File: src/rtl/image_line_packer_if.sv
`default_nettype none
// ============================================================================
// image_line_packer_if : pixel-stream valid/ready bundle into the line packer
// Revision: 1.0
// ============================================================================
interface image_line_packer_if #(
    parameter int PIX_W = 32
);
    logic             pix_valid;
    logic             pix_ready;
    logic [PIX_W-1:0] pix_data;
    logic             pix_sof;

    modport master (output pix_valid, output pix_data, output pix_sof, input  pix_ready);
    modport slave  (input  pix_valid, input  pix_data, input  pix_sof, output pix_ready);
endinterface
`default_nettype wire

File: src/rtl/image_line_packer.sv
`default_nettype none
// ============================================================================
// image_line_packer : packs a 7x7 pixel stream into seven line registers and
// pulses de_out per frame. Optional SOF checking: IMAGE_LINE_PACKER_SOF_CHECK_EN.
// Revision: 1.0
// ============================================================================
module image_line_packer #(
    parameter int PIX_W   = 32,
    parameter int MIN_GAP = 4,
    parameter int CNT_W   = 16
) (
    input  wire logic                 clk,
    input  wire logic                 reset,
    image_line_packer_if.slave        pix,
    output logic [7*PIX_W-1:0]        line_0_out,
    output logic [7*PIX_W-1:0]        line_1_out,
    output logic [7*PIX_W-1:0]        line_2_out,
    output logic [7*PIX_W-1:0]        line_3_out,
    output logic [7*PIX_W-1:0]        line_4_out,
    output logic [7*PIX_W-1:0]        line_5_out,
    output logic [7*PIX_W-1:0]        line_6_out,
    output logic                      de_out,
    output logic [CNT_W-1:0]          frames_out,
    output logic                      sof_err
);
    localparam int LINE_W = 7 * PIX_W;
    localparam int GAP_W  = (MIN_GAP > 1) ? $clog2(MIN_GAP) : 1;

    typedef enum logic [0:0] {
        S_COLLECT = 1'b0,
        S_FULL    = 1'b1
    } state_t;

    state_t             r_state;
    state_t             w_next_state;
    logic               r_ready;
    logic [5:0]         r_pix_cnt;
    logic [GAP_W-1:0]   r_gap_cnt;
    logic [PIX_W-1:0]   r_shadow [0:48];
    logic [LINE_W-1:0]  r_line   [0:6];
    logic               r_de;
    logic [CNT_W-1:0]   r_frames;

    logic               w_accept;
    logic               w_store;
    logic               w_transfer;
    logic               w_sof_err_set;
    logic [5:0]         w_wr_idx;
    logic [5:0]         w_cnt_next;

    always_comb begin
        w_next_state  = r_state;
        w_transfer    = 1'b0;
        w_accept      = pix.pix_valid && r_ready;
        w_store       = w_accept;
        w_wr_idx      = r_pix_cnt;
        w_cnt_next    = r_pix_cnt;
        w_sof_err_set = 1'b0;
`ifdef IMAGE_LINE_PACKER_SOF_CHECK_EN
        // A misplaced SOF restarts the frame at slot 0; a missing SOF drops the pixel.
        if (w_accept && pix.pix_sof && (r_pix_cnt != 6'd0)) begin
            w_wr_idx      = 6'd0;
            w_sof_err_set = 1'b1;
        end else if (w_accept && !pix.pix_sof && (r_pix_cnt == 6'd0)) begin
            w_store       = 1'b0;
            w_sof_err_set = 1'b1;
        end
`endif
        if (w_store) begin
            w_cnt_next = (w_wr_idx == 6'd48) ? 6'd0 : w_wr_idx + 6'd1;
        end
        if (r_state == S_COLLECT) begin
            if (w_store && (w_wr_idx == 6'd48)) begin
                w_next_state = S_FULL;
            end
        end else begin
            if (r_gap_cnt == '0) begin
                w_transfer   = 1'b1;
                w_next_state = S_COLLECT;
            end
        end
    end

    always_ff @(posedge clk or posedge reset) begin
        if (reset) begin
            r_state   <= S_COLLECT;
            r_ready   <= 1'b0;
            r_pix_cnt <= 6'd0;
            r_gap_cnt <= '0;
            r_de      <= 1'b0;
            r_frames  <= '0;
            for (int r = 0; r < 7; r++) begin
                r_line[r] <= '0;
            end
        end else begin
            r_state   <= w_next_state;
            r_ready   <= (w_next_state == S_COLLECT);
            r_pix_cnt <= w_cnt_next;
            r_de      <= w_transfer;
            if (r_gap_cnt != '0) begin
                r_gap_cnt <= r_gap_cnt - 1'b1;
            end
            if (w_transfer) begin
                r_gap_cnt <= GAP_W'(MIN_GAP - 1);
                r_frames  <= r_frames + 1'b1;
                for (int r = 0; r < 7; r++) begin
                    for (int c = 0; c < 7; c++) begin
                        r_line[r][(7-c)*PIX_W-1 -: PIX_W] <= r_shadow[r*7+c];
                    end
                end
            end
        end
    end

    // Every slot is rewritten before the next transfer, so no reset is needed here.
    always_ff @(posedge clk) begin
        if (w_store) begin
            r_shadow[w_wr_idx] <= pix.pix_data;
        end
    end

`ifdef IMAGE_LINE_PACKER_SOF_CHECK_EN
    logic r_sof_err;

    always_ff @(posedge clk or posedge reset) begin
        if (reset) begin
            r_sof_err <= 1'b0;
        end else if (w_sof_err_set) begin
            r_sof_err <= 1'b1;
        end
    end

    assign sof_err = r_sof_err;
`else
    logic w_unused_sof;

    assign w_unused_sof = pix.pix_sof ^ w_sof_err_set;
    assign sof_err      = 1'b0;
`endif

    assign pix.pix_ready = r_ready;
    assign de_out        = r_de;
    assign frames_out    = r_frames;
    assign line_0_out    = r_line[0];
    assign line_1_out    = r_line[1];
    assign line_2_out    = r_line[2];
    assign line_3_out    = r_line[3];
    assign line_4_out    = r_line[4];
    assign line_5_out    = r_line[5];
    assign line_6_out    = r_line[6];
endmodule
`default_nettype wire

File: src/flat_wrapper.sv
// flat-port wrapper written by rule: the top's interface ports become plain ports
module image_line_packer_flat 
#(
    parameter int PIX_W   = 32,
    parameter int MIN_GAP = 4,
    parameter int CNT_W   = 16
)
  (clk, reset, line_0_out, line_1_out, line_2_out, line_3_out, line_4_out, line_5_out, line_6_out, de_out, frames_out, sof_err, pix_pix_valid, pix_pix_data, pix_pix_sof, pix_pix_ready);
  image_line_packer_if #(.PIX_W(PIX_W)) pix_i ();
  input  wire logic clk;
  input  wire logic reset;
  output logic [7*PIX_W-1:0] line_0_out;
  output logic [7*PIX_W-1:0] line_1_out;
  output logic [7*PIX_W-1:0] line_2_out;
  output logic [7*PIX_W-1:0] line_3_out;
  output logic [7*PIX_W-1:0] line_4_out;
  output logic [7*PIX_W-1:0] line_5_out;
  output logic [7*PIX_W-1:0] line_6_out;
  output logic de_out;
  output logic [CNT_W-1:0] frames_out;
  output logic sof_err;
  input wire logic [$bits(pix_i.pix_valid)-1:0] pix_pix_valid;
  input wire logic [$bits(pix_i.pix_data)-1:0] pix_pix_data;
  input wire logic [$bits(pix_i.pix_sof)-1:0] pix_pix_sof;
  output wire logic [$bits(pix_i.pix_ready)-1:0] pix_pix_ready;
  assign pix_i.pix_valid = pix_pix_valid;
  assign pix_i.pix_data = pix_pix_data;
  assign pix_i.pix_sof = pix_pix_sof;
  assign pix_pix_ready = pix_i.pix_ready;
  image_line_packer #(.PIX_W(PIX_W), .MIN_GAP(MIN_GAP), .CNT_W(CNT_W)) u_core (.clk(clk), .reset(reset), .pix(pix_i), .line_0_out(line_0_out), .line_1_out(line_1_out), .line_2_out(line_2_out), .line_3_out(line_3_out), .line_4_out(line_4_out), .line_5_out(line_5_out), .line_6_out(line_6_out), .de_out(de_out), .frames_out(frames_out), .sof_err(sof_err));
endmodule
File: config.mk
export PLATFORM = sky130hd
export DESIGN_NAME = image_line_packer_flat
export DESIGN_NICKNAME = d
export VERILOG_FILES = /design/src/rtl/image_line_packer_if.sv /design/src/rtl/image_line_packer.sv /design/src/flat_wrapper.sv
export SDC_FILE = /design/constraint.sdc
export NUM_CORES = 2
export LEC_CHECK = 0
export BUFFER_PORTS_ARGS = -buffer_cell sky130_fd_sc_hd__clkbuf_2
export CAP_MARGIN = 40
export CORE_AREA = 2 2 639 641
export DETAILED_ROUTE_END_ITERATION = 10
export DIE_AREA = 0 0 641 643
export GPL_TIMING_DRIVEN = 0
export PLACE_DENSITY = 0.42
export SLEW_MARGIN = 0
export SYNTH_ARGS = -nofsm -noshare
export SYNTH_HDL_FRONTEND = slang
export SYNTH_SLANG_ARGS = --single-unit
File: constraint.sdc
create_clock -name clk -period 48.3 [get_ports clk]
set_input_delay 2.415 -clock clk [delete_from_list [all_inputs] [get_ports clk]]
set_output_delay 2.415 -clock clk [all_outputs]
set_load 0.05 [all_outputs]
# Yosys cells after proc, flatten, opt, wreduce, memory -nomap -nowiden
# Memories as Yosys holds them, arrays and structs flattened. A register that Yosys moved wholly into a read port is not among the register bits.
# Cells that the tools add are included.
# word_totals
ff_bits,27
memories,1
input_bits,36
out_inout_bits,1587
ramBits,1568
# memory_table
name,words,width,read_ports,rd_clocked_by_memory_dff,write_ports,line_no,text
u_core.r_shadow,49,32,49,49,1,image_line_packer.sv:39,logic [PIX_W-1:0] r_shadow [0:48];
# op_classes
n_eq_ne,1
n_mux,10
addsub,3
n_reduce_logical,5
bitwise_logic,1
# op_table
operator,n
"16-bit by 1-bit adder with 16-bit output, second input constant",1
1-bit 2-to-1 mux,7
"6-bit by 1-bit adder with 6-bit output, second input constant",1
"6-bit == test, second input constant",1
6-bit 2-to-1 mux,1
2-bit 2-to-1 mux,2
2-bit nonzero test,2
1-bit logical AND,2
2-bit logical NOT,1
"2-bit by 1-bit subtractor with 2-bit output, second input constant",1
1-bit inverter,1

# Logic depth before layout (Yosys ltp)
# logic_depth
word_depth,5
depth_mapped,9

# Worst setup path after synthesis
# Ideal clock, no wire load.
# synth_timing
path_type,input -> register
from,in pix_pix_valid
to,"mem u_core.r_shadow[30][0], enable pin"
stages,4
setup_time_ns,0.421
arrival_ns,4.337
n_path_buf,0
setup_slack_ns,43.542
cell_sequence,nand2_1 > nor2_1 > nand3_1 > nor2_1
# synth_between
elab_chain_len,3
# synth_rtl
element,line_no,text
from (decl),flat_wrapper.sv:22,input wire logic [$bits(pix_i.pix_valid)-1:0] pix_pix_valid;
1-bit logical AND,image_line_packer.sv:54,w_accept = pix.pix_valid && r_ready;
1-bit 2-to-1 mux,image_line_packer.sv:117,if (w_store) begin
1-bit 2-to-1 mux (not written as such),image_line_packer.sv:118,r_shadow[w_wr_idx] <= pix.pix_data;
to (decl),image_line_packer.sv:39,
# No other way between the ends.

# Final worst setup path
# layout_timing
from,"reg u_core.r_frames[0], in the netlist u_core.frames_out[0]"
to,out frames_out[0]
# layout_lines
element,line_no,text
from (decl),image_line_packer.sv:42,logic [CNT_W-1:0] r_frames;
from (signal assigned),image_line_packer.sv:105,r_frames <= r_frames + 1'b1;
to (decl),flat_wrapper.sv:20,output logic [CNT_W-1:0] frames_out;
# No word-level cell between the ends.

==> impl_metrics.tcl <==
set metrics [dict create \
    initial_core_util_pct 26.5 \
    seqPwrFrac_pct 35.9 \
    worstHoldPathCells 2 \
    grt_first_pass_wirelength_microns 609000 \
    final-setup-viol-count 0 \
    dieArea_sq_mm 0.412 \
    drv_slew 0 \
    clk_latency_ps 980 \
    wirelength_microns 456000 \
    critPathTopFamily "flip-flops" \
    clk_pin_slew_worst_paths_ps 60 \
    clk_path_buf_depth 4 \
    min_from "u_core.r_shadow[24][21]" \
    cp_slowest_stage_delay_ps 880 \
    period_needed_ps 4650 \
    numPortBuffers 1620 \
    timing.rr.start "u_core.r_gap_cnt[0]" \
    wl_per_cell_microns 28.1 \
    cts_resized 0 \
    synth-edff-count 1568 \
    place.gp.congestion 0.833 \
    grt_start_max_net_pins 122 \
    ys_warn_count 0 \
    rows 234 \
    busiest_layer "met2" \
    switchingPower_mw 5.12 \
    power.internal_mw 5.81 \
    placeableCoreArea_sq_mm 0.405 \
    die_y_microns 643 \
    hold_viol 0 \
    p_clk_share_pct 25.2 \
    grtUsageMet3_pct 5.41 \
    post_dp_cell_area_sq_mm 0.126 \
    power_frac_comb_pct 38.9 \
    place_hpwl_microns 321000 \
    cap_violations 0 \
    ant_nets 0 \
    via_count 70900 \
    hold_class "reg2reg" \
    cts.htree.levels 5 \
    cts.sinks 3163 \
    r2r_slack_ps 45160 \
    antenna_found_initial 70 \
    syn_area_sq_mm 0.107 \
    syn2layout_area_growth_pct 28.1 \
    cts_tree "built" \
    grt_pass1_vias 70400 \
    die_w_microns 641 \
    hold_end "line_3_out[117]" \
    cts_hold_buf 0 \
    multiInputGateArea_sq_mm 0.0188 \
    via_per_inst 4.37 \
    track_usage_pct 21.6 \
    worstPathBufferInverterCount 1 \
    num-fill-cells 40500 \
    crit_fanout 4 \
    yosys_register_bits 3163 \
    cts-buffers-inserted 358 \
    avgSynthCellArea_sq_um 12.8 \
    critPathKind "reg2out" \
    r2r_cells 9 \
    peakVddDrop_uv 45.7 \
    slew-limit-headroom_pct 44.2 \
    yosysTopAreaCellShare_pct 43.8 \
    leakagePower_nw 65.4 \
    fmax_ghz 0.215 \
    drt-pass1-iter-count 6 \
    required_ps 45880 \
    fin_crit_sh_pct 9.63 \
    layout-drive-gt1-share_pct 24.7 \
    yosys-top-cells-area "edfxtp_1, dfrtp_1, nand2_1, buf_2, buf_4" \
    status "finished clean" \
    synth_ff_type "dfrtp_1" \
    timing.rr.end "line_6_out[173]" \
    cp.arrival_ps 2240 \
    ff_latch_area_sq_mm 0.0870 \
    use_met2_pct 37.0 \
    cp-end-kind "output pin" \
    rsz0062_at_grt "false" \
    final_cell_area_sq_mm 0.138 \
    crit_slowest_cell "dfrtp_1" \
    drt_iter0_drc 6721 \
    final.setup_skew_ps 49.6 \
    swShare_pct 46.8 \
    use_met1_pct 26.2 \
    final.setup.tns_ps 0 \
    path_cells "clkbuf_2" \
    p_per_area_mw_per_mm2 79.4 \
    drc 0 \
    start_kind "flip-flop" \
    syn_nets 8415 \
    pin_count 1623 \
    yosysSeqAreaShare_pct 81.0 \
    overflow 0 \
    synth_cell_types 31 \
    post-cts-setup-buffers 0 \
    worst_pin_slew_ps 838 \
    fin_nets 10500 \
    synthCells 8375 \
    root_buffer "clkbuf_16" \
    post-synth-top-area-cell "edfxtp_1" \
    async_flop_share_pct 50.4 \
]
area by class of cell:
class	instances	area share [%]
Clock buffer	510	7.33
Inverter	9	0.0300
Clock inverter	153	1.26
Antenna cell	35	0.0636
Multi-Input combinational cell	4847	13.7
Timing Repair Buffer	1733	8.09
Buffer	356	1.43
Tap cell	5428	4.93
Sequential cell	3163	63.2
Yosys cell counts (2+ instances only):
cell	n
nand2_1	4722
buf_4	87
or3_1	2
dfrtp_1	1595
inv_2	2
inv_1	7
xnor2_1	14
nor2b_1	2
nand3_1	8
edfxtp_1	1568
mux2_2	3
nor2_1	61
nand4_1	6
ha_1	4
nor3_1	2
buf_2	241
xor2_1	5
and4_1	2
nand3b_1	2
clkbuf_1	27
and3_1	4
nand2b_1	2
kinds of logic after synthesis:
group / count (synthesis) / share of synthesized area (%)
muxes: 3 / 0.0314
other: 1 / 0.00349
adders and majority gates: 4 / 0.0466
AOI/OAI and AO/OA: 4 / 0.0256
buffers and inverters: 365 / 1.87
DFF: 3163 / 81.0
xor gates and xnor gates: 19 / 0.155
and+or+nand+nor: 4816 / 16.9
layer usage:
metal / vias to the layer above / share of wire (%)
met1: 36300 / 38
li1: 31300 / -
met5: - / 0
met3: 581 / 8.2
met2: 2754 / 49
met4: 0 / 4.0
power groups by stage:
stage	sequential (mW)	clock (mW)	combinational (mW)
2_1_floorplan	6.13	0	0.574
3_3_place_gp	3.99	0	4.24
3_5_place_dp	3.97	0	4.30
4_1_cts	3.93	2.82	4.31
5_1_grt	4.00	2.93	4.43
6_report	3.93	2.75	4.25
worst max-delay path by stage:
stage	startpoint	end	slack (ps)	cells after the start
floorplan	reset	line_0_out[0]	880	1
global placement	reset	line_3_out[168]	-22060	2
detailed placement	pix_pix_valid	u_core.r_shadow[24][1]	43260	7
CTS	u_core.frames_out[0]	frames_out[0]	43500	1
global route	u_core.frames_out[0]	frames_out[0]	43570	1
finish	u_core.frames_out[0]	frames_out[0]	43650	1
through the flow:
| stage | utilization [%] | hold WS (ps) | cells | setup slack (ps) | power, mW |
|---|---|---|---|---|---|
| final | 34.0 | 412 | 16200 | 43650 | 10.9 |
| after global routing | 34.0 | 424 | 16200 | 43570 | 11.4 |
| after CTS | 34.0 | 411 | 16200 | 43500 | 11.1 |
| after detailed placement | 31.0 | 420 | 15500 | 43260 | 8.27 |
| after global placement | 30.2 | 418 | 15400 | -22060 | 8.23 |
| after floorplan | - | 415 | 8375 | 879 | 6.70 |
flip-flops by register name, summed over array words and instances, names as in the netlist:
signal,cells
line_6_out,224
line_3_out,224
u_core.r_gap_cnt,2
u_core.r_shadow,1568
u_core.frames_out,16
u_core.r_pix_cnt,6
line_1_out,224
line_4_out,224
line_0_out,224
line_5_out,224
u_core.r_state,1
u_core.pix.pix_ready,1
u_core.de_out,1
line_2_out,224
worst min-delay path: cells and delay by family, from the launching register on:
family	cells	cell delay [ps]
and+or+nand+nor	2	90
DFF	1	320
cell usage in the layout, fill, tap and decap left out, drive strengths merged, types with 2 or more instances in the layout:
cell and count:
and3 4, and4 2, buf 442, bufinv 23
clkbuf 2157, clkinv 107, clkinvlp 11, dfrtp 1595
diode 35, edfxtp 1568, ha 4, inv 21
mux2 3, nand2 4722, nand2b 2, nand3 9
nand3b 2, nand4 6, nor2 61, nor2b 2
nor3 2, or3 2, xnor2 14, xor2 5
No activity file was read; power rests on OpenSTA's default activity.
